File: src/rtl/xrdarb.sv
// xrdarb: round-robin read arbiter for a shared register-file read mux.
// Requesters may hold a grant for bursts of up to MAXBURST consecutive reads
// by asserting lock while granted. Read data returns one cycle after selection.
// Optional feature macro: XRDARB_ZERO_REG_EN (reads of index 0 return zero).
module xrdarb #(
    parameter int NREQ     = 4,
    parameter int width    = 5,
    parameter int height   = 32,
    parameter int MAXBURST = 4
) (
    input  logic                    clk,
    input  logic                    rst,
    input  logic [NREQ-1:0]         req,
    input  logic [NREQ-1:0]         lock,
    input  logic [NREQ*width-1:0]   addr,
    output logic [width-1:0]        mux_who,
    input  logic [height-1:0]       mux_val,
    output logic [NREQ-1:0]         rvalid,
    output logic [height-1:0]       rdata
);

    localparam int PW = (NREQ > 1) ? $clog2(NREQ) : 1;
    localparam logic [PW-1:0] LAST_IDX = PW'(NREQ - 1);
    localparam logic [3:0] MAXB = 4'(MAXBURST);
    // A burst limit of one makes locking meaningless, so LOCK is never entered.
    localparam bit LOCK_EN = (MAXBURST > 1);

    typedef enum logic {
        ARB  = 1'b0,
        LOCK = 1'b1
    } state_t;

    state_t            state_reg, state_next;
    logic [PW-1:0]     ptr_reg, ptr_next;
    logic [PW-1:0]     owner_reg, owner_next;
    logic [3:0]        burst_reg, burst_next;
    logic [3:0]        burst_inc;
    logic [NREQ-1:0]   rvalid_reg;
    logic [height-1:0] rdata_reg;

    logic              win_any;
    logic [PW-1:0]     win_idx;
    logic [NREQ-1:0]   win_onehot;
    logic [PW-1:0]     cand;
    int                scan_idx;
    logic [width-1:0]  addr_slice [NREQ];
    logic [height-1:0] cap_data;

    function automatic logic [PW-1:0] next_idx(input logic [PW-1:0] i);
        return (i == LAST_IDX) ? '0 : i + 1'b1;
    endfunction

    // Split the packed address bus into one select per requester and build
    // the one-hot form of the current winner.
    for (genvar gi = 0; gi < NREQ; gi++) begin : g_req
        assign addr_slice[gi] = addr[gi*width +: width];
        assign win_onehot[gi] = win_any && (win_idx == PW'(gi));
    end

    // Winner selection: the lock owner only, or the first request at/after the pointer.
    always_comb begin
        win_any  = 1'b0;
        win_idx  = '0;
        scan_idx = 0;
        cand     = '0;
        if (!rst) begin
            if (state_reg == LOCK) begin
                if (req[owner_reg]) begin
                    win_any = 1'b1;
                    win_idx = owner_reg;
                end
            end else begin
                // Scan from the far end so the closest request to the pointer wins last.
                for (int o = NREQ - 1; o >= 0; o--) begin
                    scan_idx = int'(ptr_reg) + o;
                    if (scan_idx >= NREQ) begin
                        scan_idx = scan_idx - NREQ;
                    end
                    cand = PW'(scan_idx);
                    if (req[cand]) begin
                        win_any = 1'b1;
                        win_idx = cand;
                    end
                end
            end
        end
    end

    assign mux_who   = win_any ? addr_slice[win_idx] : '0;
    assign burst_inc = burst_reg + 4'd1;

    // Next arbitration state: pointer advance, burst entry, burst count and exit.
    always_comb begin
        state_next = state_reg;
        ptr_next   = ptr_reg;
        owner_next = owner_reg;
        burst_next = burst_reg;
        if (state_reg == ARB) begin
            if (win_any) begin
                ptr_next = next_idx(win_idx);
                if (LOCK_EN && lock[win_idx]) begin
                    state_next = LOCK;
                    owner_next = win_idx;
                    burst_next = 4'd1;
                end
            end
        end else begin
            if (!req[owner_reg]) begin
                // Owner went quiet: this cycle is idle and arbitration resumes after it.
                state_next = ARB;
                ptr_next   = next_idx(owner_reg);
                burst_next = 4'd0;
            end else if ((burst_inc >= MAXB) || !lock[owner_reg]) begin
                state_next = ARB;
                ptr_next   = next_idx(owner_reg);
                burst_next = 4'd0;
            end else begin
                burst_next = burst_inc;
            end
        end
    end

`ifdef XRDARB_ZERO_REG_EN
    // Index 0 is a hardwired zero register regardless of what the mux returns.
    assign cap_data = (mux_who == '0) ? '0 : mux_val;
`else
    assign cap_data = mux_val;
`endif

    // Arbitration state registers.
    always_ff @(posedge clk or posedge rst) begin
        if (rst) begin
            state_reg <= ARB;
            ptr_reg   <= '0;
            owner_reg <= '0;
            burst_reg <= 4'd0;
        end else begin
            state_reg <= state_next;
            ptr_reg   <= ptr_next;
            owner_reg <= owner_next;
            burst_reg <= burst_next;
        end
    end

    // Read return: one-hot valid pulse for the winner, data held when idle.
    always_ff @(posedge clk or posedge rst) begin
        if (rst) begin
            rvalid_reg <= '0;
            rdata_reg  <= '0;
        end else begin
            rvalid_reg <= win_onehot;
            if (win_any) begin
                rdata_reg <= cap_data;
            end
        end
    end

    assign rvalid = rvalid_reg;
    assign rdata  = rdata_reg;

endmodule
File: config.mk
export PLATFORM = sky130hd
export DESIGN_NAME = xrdarb
export DESIGN_NICKNAME = d
export VERILOG_FILES = /design/src/rtl/xrdarb.sv
export SDC_FILE = /design/constraint.sdc
export NUM_CORES = 1
export LEC_CHECK = 0
export ABC_AREA = 1
export CAP_MARGIN = 30
export CORE_MARGIN = 10
export CORE_UTILIZATION = 40
export DETAILED_ROUTE_END_ITERATION = 8
export GPL_TIMING_DRIVEN = 0
export MAX_ROUTING_LAYER = met4
export PLACE_DENSITY = 0.76
export SLEW_MARGIN = 20
export SYNTH_ARGS = -nofsm -noshare
export SYNTH_HDL_FRONTEND = slang
export SYNTH_SLANG_ARGS = --single-unit
File: constraint.sdc
create_clock -name clk -period 3.8 [get_ports clk]
set_input_delay 0.76 -clock clk [delete_from_list [all_inputs] [get_ports clk]]
set_output_delay 0.76 -clock clk [all_outputs]
set_load 0.01 [all_outputs]
# Word-level counts from Yosys, hierarchy flattened
# Cells that the tools add are included.
# Widths: inputs -> output; s select.
# word_totals
latchBits	0
inputBits	62
mem_bits_rw	0
output_inout_bits	41
memories	0
mem_bits_ro	0
elab_cells	107
regBits	45
# op_classes
n_eq_ne	5
mux	60
n_div	0
n_shift	0
order_cmp	12
n_reduce_logical	12
n_addsub	10
bitwise_logic	2
n_mul	0
# op_table
operator	count
$mux 2	25
$mux 4	5
$mux 1	19
$lt 2x3->1 const B	6
$mux 5	3
$bmux 1 s2	7
$ge 3x3->1 const B	4
$bmux 5 s2	1
$sub 2x1->2 const B	4
$add 2x2->3 const B	2
$eq 2x2->1 const B	3
$add 2x1->2 const B	2
$add 4x1->4 const B	1
$ge 4x3->1 const B	1
$logic_and 1x1->1	4
$reduce_and 2->1	2
$reduce_bool 2->1	2
$add 2x1->3 const B	1
$ge 2x3->1 const B	1
$ne 3x2->1 const B	1
$not 2->3	1
$reduce_and 3->1	1
$eq 2x1->1 const B	1
$logic_not 2->1	1
other kinds (3)	3

# Depth between registers and ports, before layout
# Gate-level depths: netlist (run 1).
# depth
depth_word	18
ltp_mapped	15
ltp_nobuf	15

# Worst setup path after synthesis (run 1)
# Ideal clock, no wire load.
# synth_path
path_type	input -> output
start	input port rst
end	output port mux_who[0]
required_time_ns	3.040
arrival_time_ns	2.774
n_path_buf	1
cell_stages	6
slack_ns	0.266
cell_sequence	inv_1 > nand3_2 > inv_2 > buf_6 > o211ai_2 > a21oi_1
# synth_via
elab_chain_cells	6
elab_cells_between_ends	7
classes_between	mux (6); bitwise (1)
# synth_lines
element	line	source
start: declaration	12	input logic rst,
$mux 2	66	if (!rst) begin
named net win_idx[1]	42	logic [PW-1:0] win_idx;
$not 2->3 (not written as such)	89	assign mux_who = win_any ? addr_slice[win_idx] : '0;
$bmux 5 s2	89	
$mux 5 (not written as such) (2 in series)	89	
$mux 5	89	
end: declaration	16	output logic [width-1:0] mux_who,
# The timed path passes the listed nets, and every way through them passes these cells. The select of a mux whose other input is x is not followed.

# Worst setup path in the final report (run 1)
# layout_path
start	input port req[0]
end	output port mux_who[2]
# layout_via
elab_chain_cells	13
elab_cells_between_ends	29
classes_between	mux (28); bitwise (1)
# layout_lines
element	line	source
start: declaration	13	input logic [NREQ-1:0] req,
$bmux 1 s2	80	if (req[cand]) begin
$mux 1 (not written as such)	80	
$mux 2 (4 in series)	80	
$mux 2	67	if (state_reg == LOCK) begin
$mux 2	66	
$not 2->3 (not written as such)	89	
$bmux 5 s2	89	
$mux 5 (not written as such) (2 in series)	89	
$mux 5 *	89	
# Every way passes the cells marked *; elsewhere a longest branch is shown, timed or not. The select of a mux whose other input is x is not followed.

==> reports/metrics.cfg, run 1 <==
[drt]
postRouteAntennaNets=0
wl_per_cell_um=14.0
drt_pre_antenna_iters=4
num_vias=2427
routed_wl_um=7070
vias_per_cell=4.81
drt_iter0_drc=109
drc=0

[synthesis]
syn-num-nets=385
avgSynthCellArea_um2=7.75
syn_area_um2=2460
ys_warn_count=0
ys_seq_area_share_pct=45.7
ys_seq_elements=45
yosysUniqueCellTypes=25
syn_inst=318

[setup_path]
worstSetupPathDepth=15
cp.arrival_ps=2880
r2r_start=ptr_reg[0]
crit_slowest_cell=clkdlybuf4s50_1
critical_path.max_fanout=10
crit_chain=clkdlybuf4s50_1 > inv_1 > nand2_1 > nand3_1 > nand2_1 > nand3_2 > nand2_1 > nand2_1 > nand3_2 > nand3_4 > buf_6 > or2_0 > o211ai_2 > a21oi_1 > dlygate4sd2_1
cp-end-kind=primary output
cp_slowest_stage_delay_ps=500
r2r_end=ptr_reg[1]
ff2ff_setup_slack_ps=1620
crit_type=in2out
start_kind=primary input
crit_family=buffers and inverters
rr_worst_depth=13
crit_top_cell=nand2_1
critPathBufInv=4
required_ps=3040

[final_layout]
regArea_um2=1130
drive_gt1_share_pct=10.2
nets=496
diodes=0
largest_reg_flops=32
final_cells=505
multiInputGateArea_um2=1140
n_fill_cell=539
layout-area-overhead-vs-synth_pct=49.8

[sta]
max_freq_ghz=0.275
holdWs_ps=471
setup_viol=0
period_share_pct=95.7
final-hold-violation-count=0
period_needed_ps=3640
finalSetupTns_ps=0
maxSlewViolCount=0
rsz0062_at_grt=no
fin_skew_ps=14.6
slew_headroom_pct=69.7
tightest_slew_ps=455

[place]
gp_congestion=0.809
hpwl_um=5560
port_buffers=102
dp.cells=496

[floorplanning]
coreArea_um2=5960
die_area_um2=9700
row_count=28
ios=103
die_height_um=98.5
dieWidth_um=98.5
start_util_pct=41.4

[clocking]
clk-insertion-delay-late_ps=300
cts_tree=built
cts-buffers-inserted=5
path_clk_slew_ps=80
htree_levels=2
cts_buffer_depth=2
cts_root_buf=clkbuf_8
clock_sinks=45

[power_and_ir_drop]
clkPwrFrac_pct=11.4
p_sw_share_pct=42.8
power.leakage_nw=1.82
p_int_mw=1.48
comb_power_share_pct=58.2
power_density_nw_per_um2=701
switchingPower_mw=1.11
seqPwrFrac_pct=30.4
ir_drop_v=0.000379

[grt]
grt_pass1_wl_um=11800
track_usage_pct=14.9
antenna_found_initial=0
grt_pass1_vias=2456
grt_max_degree=29
grt_overflow=0

[hold_path]
min_path_cells=2
hp-start=rdata[6]
hold_end=rdata[6]
hold_path.class=reg2reg

[run]
drv_cap=0

[run_status]
outcome=finished clean

==> tightest hold or removal path: stages, from the launching register on <==
cell and delay, ps:
dfrtp_1 350, nand2_1 50, nand2_1 40
==> power by group through the flow <==
stage | sequential (mW) | combinational (mW) | clock (mW)
2_1_floorplan | 0.852 | 0.817 | 0
3_3_place_gp | 0.779 | 1.50 | 0
3_5_place_dp | 0.791 | 1.52 | 0
4_1_cts | 0.786 | 1.52 | 0.308
5_1_grt | 0.812 | 1.70 | 0.325
6_report | 0.785 | 1.51 | 0.294
==> through the flow <==
stage	area, um2	worst slack (ps)	total power, mW	utilization, %
finish	3690	162	2.58	62.0
global route	3690	3.33	2.83	62.0
CTS	3700	128	2.61	62.1
detailed placement	3600	-236	2.31	60.4
global placement	3580	-1380	2.27	60.1
floorplan	2460	266	1.67	-
==> layout by cell type, fill, tap and decap left out, types with 7 or more instances in the layout <==
master,n
dfrtp_1,45
o21ai_1,7
clkdlybuf4s50_1,97
inv_1,27
a21oi_1,15
clkbuf_1,7
nor2_1,12
o21ai_0,7
nand2_1,136
nand3_1,13
==> cells in the mapped netlist <==
cell type,number,area (um2)
o211ai_2,5,62.6
xnor2_2,1,16.3
nand4_1,6,37.5
a21oi_4,1,16.3
clkinv_2,1,5.00
o21ai_2,3,26.3
or2_0,5,31.3
ha_1,5,62.6
nand3_4,1,17.5
inv_1,28,105
nand3_2,6,60.1
nand3_1,13,65.1
a31oi_1,2,12.5
nand2_1,136,510
a21oi_1,15,75.1
o21ai_0,7,35.0
nand2_2,2,12.5
dfrtp_1,45,1130
o21ai_1,7,35.0
inv_2,2,7.51
nor2_1,12,45.0
clkbuf_1,7,26.3
xor2_1,2,17.5
buf_2,2,10.0
buf_6,4,45.0
==> final cells by class <==
type | count | area share (%)
plain buffers | 13 | 2.20
multi-input cells | 229 | 31.0
clock buffers | 5 | 1.87
clock inverters | 3 | 0.576
well taps | 75 | 2.54
repair buffers | 104 | 27.8
inverters | 31 | 3.42
flip-flops and latches | 45 | 30.5
==> kinds of logic after synthesis <==
group	after synthesis	share of synthesized area (%)
compound gates	40	10.7
simple gates	181	31.6
flops	45	45.7
xor+xnor	3	1.37
buf+inv	44	8.08
fa+ha+maj	5	2.54
==> routing by layer <==
metal	global-route usage, %	vias up	part of all wire [%]
met5	-	-	0
met4	2.65	0	0.44
met3	5.45	4	9.2
met2	22.2	102	43
met1	19.2	1099	47
li1	-	1222	-
==> how the worst max path moves through the flow <==
stage | slack, ps | endpoint | start
after floorplan | 270 | mux_who[0] | rst
after global placement | -1380 | mux_who[1] | rst
after detailed placement | -240 | mux_who[3] | rst
after CTS | 130 | mux_who[3] | req[0]
after global routing | 3 | mux_who[2] | req[0]
final | 160 | mux_who[2] | req[0]
==> repair_timing <==
item                       4_1_cts  5_1_grt
setup endpoints to repair        5        5
pin swaps                        1        0
setup buffers                    1        0
hold buffers                     0        0
gates resized for setup          7       10
gates cloned                     0        0
Power figures use the tool's default switching activity.
==> run 2, diff against run 1 <==
--- a/config.mk
+++ b/config.mk
@@ -8,11 +8,11 @@
 export ABC_AREA = 1
 export CAP_MARGIN = 30
 export CORE_MARGIN = 10
-export CORE_UTILIZATION = 40
+export CORE_UTILIZATION = 43
 export DETAILED_ROUTE_END_ITERATION = 8
 export GPL_TIMING_DRIVEN = 0
 export MAX_ROUTING_LAYER = met4
-export PLACE_DENSITY = 0.76
+export PLACE_DENSITY_LB_ADDON = 0.05
 export SLEW_MARGIN = 20
 export SYNTH_ARGS = -nofsm -noshare
 export SYNTH_HDL_FRONTEND = slang
==> run 2 against run 1 <==
Against the previous run: critical path depth shrank 2; worst setup slack gained 49 ps; via count shrank 2.3%; flip-flop and latch count is the same; maximum frequency grew 1.4%.
==> reports/metrics.cfg, run 2 (same netlist as run 1, synthesis figures left out) <==
[hold_path]
min_path_cells=2
hp-start=rdata[8]
hold_end=rdata[8]
hold_path.class=reg2reg

[setup_path]
critical_path.max_fanout=11
required_ps=3040
crit_top_cell=nand2_1
cp_slowest_stage_delay_ps=520
critPathBufInv=5
crit_type=in2out
worstSetupPathDepth=13
cp-end-kind=primary output
crit_chain=clkdlybuf4s50_1 > inv_1 > nand2_1 > nand3_1 > a31oi_1 > nand2_1 > nand2_1 > nand3_2 > inv_2 > buf_6 > o211ai_2 > a21oi_1 > dlygate4sd2_1
cp.arrival_ps=2830
start_kind=primary input
crit_family=buffers and inverters
r2r_start=ptr_reg[0]
crit_slowest_cell=clkdlybuf4s50_1
rr_worst_depth=13
r2r_end=ptr_reg[1]
ff2ff_setup_slack_ps=1630

[power_and_ir_drop]
clkPwrFrac_pct=11.5
ir_drop_v=0.000385
p_int_mw=1.49
comb_power_share_pct=58.4
power_density_nw_per_um2=699
power.leakage_nw=1.82
total_power_mw=2.59
p_sw_share_pct=42.7
seqPwrFrac_pct=30.1
switchingPower_mw=1.11

[final_layout]
layout-area-overhead-vs-synth_pct=50.6
nets=497
diodes=0
final_common_cell=nand2_1
most-common-layout-cells=nand2_1, clkdlybuf4s50_1, dfrtp_1
final_util_pct=67.0
fin_area_um2=3710
drive_gt1_share_pct=9.74
largest_reg_flops=32

[grt]
grt_max_degree=33
grt_use_met2_pct=22.5
antenna_found_initial=0
grt_pass1_wl_um=11100
grt_busiest_layer=met2
track_usage_pct=15.7
met3_usage_pct=5.37
grt_util_met1_pct=20.5
grt_overflow=0
grt_pass1_vias=2248

[clocking]
cts_buffer_depth=2
clock_sinks=45
htree_levels=2
cts-buffers-inserted=5
clk-insertion-delay-late_ps=300
cts_root_buf=clkbuf_8
cts_tree=built
path_clk_slew_ps=80

[place]
gp_congestion=0.835
port_buffers=102
hpwl_um=5390
place_area_um2=3620

[sta]
period_needed_ps=3590
slew_headroom_pct=68.0
period_share_pct=94.5
rsz0062_at_grt=no
tightest_slew_ps=481
maxSlewViolCount=0
finalSetupTns_ps=0
setup_viol=0
holdWs_ps=474
final-hold-violation-count=0
max_freq_ghz=0.279
fin_skew_ps=9.85

[drt]
vias_per_cell=4.72
drc=0
num_vias=2372
postRouteAntennaNets=0
routed_wl_um=6960
drt_pre_antenna_iters=5
drt_iter0_drc=111
wl_per_cell_um=13.8

[floorplanning]
row_count=27
ios=103
start_util_pct=44.5
die_height_um=95.7
die_area_um2=9160
coreArea_um2=5540
dieWidth_um=95.7

[run_status]
outcome=finished clean

[run]
drv_cap=0

-- run 2: cell count changes in the layout (fill, tap and decap cells not counted), sizes merged --
cell	change
buf	+1
clkinv	-1
clkinvlp	+1
dlygate4sd2	+1
inv	-1
-- run 2: how the worst max path moves through the flow --
stage,startpoint,to,slack (ps)
finish,req[2],mux_who[4],210
global route,req[2],mux_who[4],5
CTS,req[0],mux_who[1],210
floorplan,rst,mux_who[0],270
detailed placement,req[1],mux_who[1],-130
global placement,rst,mux_who[1],-1360
-- run 2: what timing repair did --
item / 4_1_cts / 5_1_grt
endpoints found under the setup margin: 5 / 4
pin swaps: 1 / 0
buffers inserted: 1 / 0
hold buffers: 0 / 0
resized for setup: 6 / 7
cloned: 0 / 0
-- run 2: through the flow --
stage               setup slack [ps]  instances
finish                           211        503
global route                    4.67        503
CTS                              215        503
detailed placement              -129        494
global placement               -1360        492
floorplan                        266        318
-- run 2: power by group through the flow --
stage / logic [mW] / registers (mW) / clock network, mW
floorplan: 0.817 / 0.852 / 0
global placement: 1.50 / 0.779 / 0
detailed placement: 1.53 / 0.787 / 0
CTS: 1.53 / 0.782 / 0.305
global route: 1.69 / 0.805 / 0.327
finish: 1.51 / 0.781 / 0.298
-- run 2: layout make-up --
| class | count | area, um2 |
|---|---|---|
| fill | 507 | 1830 |
| multi-input combinational | 229 | 1150 |
| sequential | 45 | 1130 |
| timing repair buffer | 105 | 1060 |
| inverter | 31 | 121 |
| tap | 72 | 90.1 |
| buffer | 13 | 81.3 |
| clock buffer | 6 | 72.6 |
| clock inverter | 2 | 15.0 |
-- run 2: worst reg2reg max path: stages, from the launching register on --
cell and delay (ps):
dfrtp_1 390, buf_6 150, o21ai_2 210, nand2_2 90, nand3_2 90, nand2_1 50
nand2_1 90, nand3_4 100, nand3_4 100, buf_6 150, clkinv_4 110, ha_1 320
nand2_1 60, a31oi_1 180
-- run 2: routing by layer --
metal / vias up / part of all wire [%]
met3: 7 / 7.9
met2: 77 / 44
met1: 1062 / 47
li1: 1226 / -
met4: 0 / 1.1
met5: - / 0
==> run 3, diff against run 2 <==
--- a/config.mk
+++ b/config.mk
@@ -13,6 +13,8 @@
 export GPL_TIMING_DRIVEN = 0
 export MAX_ROUTING_LAYER = met4
 export PLACE_DENSITY_LB_ADDON = 0.05
+export RECOVER_POWER = 50
+export REMOVE_ABC_BUFFERS = 1
 export SLEW_MARGIN = 20
 export SYNTH_ARGS = -nofsm -noshare
 export SYNTH_HDL_FRONTEND = slang
==> run 3 against run 2 <==
Against the previous run: combinational power down 6%; via count decreased by 0.67%; core utilization down 0.99 points; flip-flop and latch count stayed put; global-route usage shrank 0.11 points; routed wire length rose by 2.3%; total power decreased by 2.3%; highest routed layer unchanged.
==> reports/metrics.cfg, run 3 (same netlist as run 1, synthesis figures left out) <==
[run_status]
outcome=finished clean

[sta]
rsz0062_at_grt=yes
slew_headroom_pct=49.2
period_share_pct=95.1
finalSetupTns_ps=0
setup_ws_ps=186
period_needed_ps=3610
maxSlewViolCount=0
holdWs_ps=470
final-hold-violation-count=0
tightest_slew_ps=762
setup_viol=0
fin_skew_ps=7.40
max_freq_ghz=0.277

[power_and_ir_drop]
total_power_mw=2.53
power.leakage_nw=1.82
power_density_nw_per_um2=693
ir_drop_v=0.000395

[floorplanning]
dieWidth_um=95.7
ios=103
row_count=27
start_util_pct=44.5
coreArea_um2=5540
die_height_um=95.7
die_area_um2=9160

[drt]
drt_iter0_drc=70
vias_per_cell=4.80
drc=0
wl_per_cell_um=14.5
routed_wl_um=7120
postRouteAntennaNets=0
drt_pre_antenna_iters=4
num_vias=2356

[clocking]
cts-buffers-inserted=5
clk-insertion-delay-late_ps=290
cts_root_buf=clkbuf_8
htree_levels=2
clock_sinks=45
path_clk_slew_ps=80
cts_hold_buf=0
cts_tree=built
cts_buffer_depth=2

[setup_path]
required_ps=3040
cp-end-kind=primary output
cp.arrival_ps=2850
ff2ff_setup_slack_ps=1460
crit_type=in2out
start_kind=primary input
critical_path.max_fanout=11

[final_layout]
drive_gt1_share_pct=8.59
fin_area_um2=3660
nets=486
most-common-layout-cells=nand2_1, clkdlybuf4s50_1, dfrtp_1
layout-area-overhead-vs-synth_pct=48.4
final_common_cell=nand2_1
largest_reg_flops=32
diodes=0

[grt]
grt_pass1_wl_um=11000
grt_pass1_vias=2309
grt_max_degree=43
grt_overflow=0
track_usage_pct=15.5
antenna_found_initial=0

[place]
place_area_um2=3510
port_buffers=102
hpwl_um=5000
gp_congestion=0.786
pre_cts_slack_ps=-988

[run]
drv_cap=0

[hold_path]
hold_path.class=reg2reg

run 3: power by group:
group | switching [mW] | internal (mW) | leakage [nW]
clock network | 0.157 | 0.144 | 0.0433
logic | 0.800 | 0.617 | 1.21
registers | 0.149 | 0.664 | 0.561
total | 1.11 | 1.43 | 1.82
run 3: critical path: stages:
cell and delay (ps):
clkdlybuf4s50_1 520, inv_1 50, nand2_1 100, nand3_1 100, nand2_1 100, nand3_2 60
nand2_1 60, nand2_1 70, nand3_4 140, nand3_2 270, o21ai_1 230, a21oi_1 90
dlygate4sd2_1 300
run 3: final cells by class:
type                    count  area [um2]
fillers                   487        1880
multi-input cells         232        1180
flip-flops and latches     45        1130
repair buffers            104        1040
inverters                  31         129
well taps                  72        90.1
clock buffers               6        82.6
clock inverters             1        7.51
run 3: metal layers:
metal | vias to the layer above | GRT usage [%] | wire, um
met1 | 1043 | 19.3 | 3360
met3 | 7 | 5.76 | 608
met4 | 0 | 3.93 | 57
met5 | - | - | 0
met2 | 92 | 23.4 | 3100
li1 | 1214 | - | -
run 3: what timing repair did:
action	in CTS	in global routing
hold endpoints to repair	0	0
cloned	3	0
setup buffers	1	0
endpoints found under the setup margin	5	2
gates resized for setup	11	1
pin swaps	2	0
run 3: worst paths after layout:
| check | cells past startpoint | endpoint | start |
|---|---|---|---|
| max | 13 | mux_who[3] | req[0] |
| min | 2 | rdata[16] | rdata[16] |
| max reg2reg | 15 | owner_reg[0] | ptr_reg[0] |
| min reg2reg | 2 | rdata[16] | rdata[16] |
| max in group asynchronous | 3 | rdata[14] | rst |
| min in group asynchronous | 2 | rvalid[3] | rst |
run 3: per-stage QoR:
step,instances,util [%]
final,491,66.0
after detailed placement,480,63.4
after floorplan,305,-
after global routing,491,66.0
after CTS,491,66.0
after global placement,479,63.1
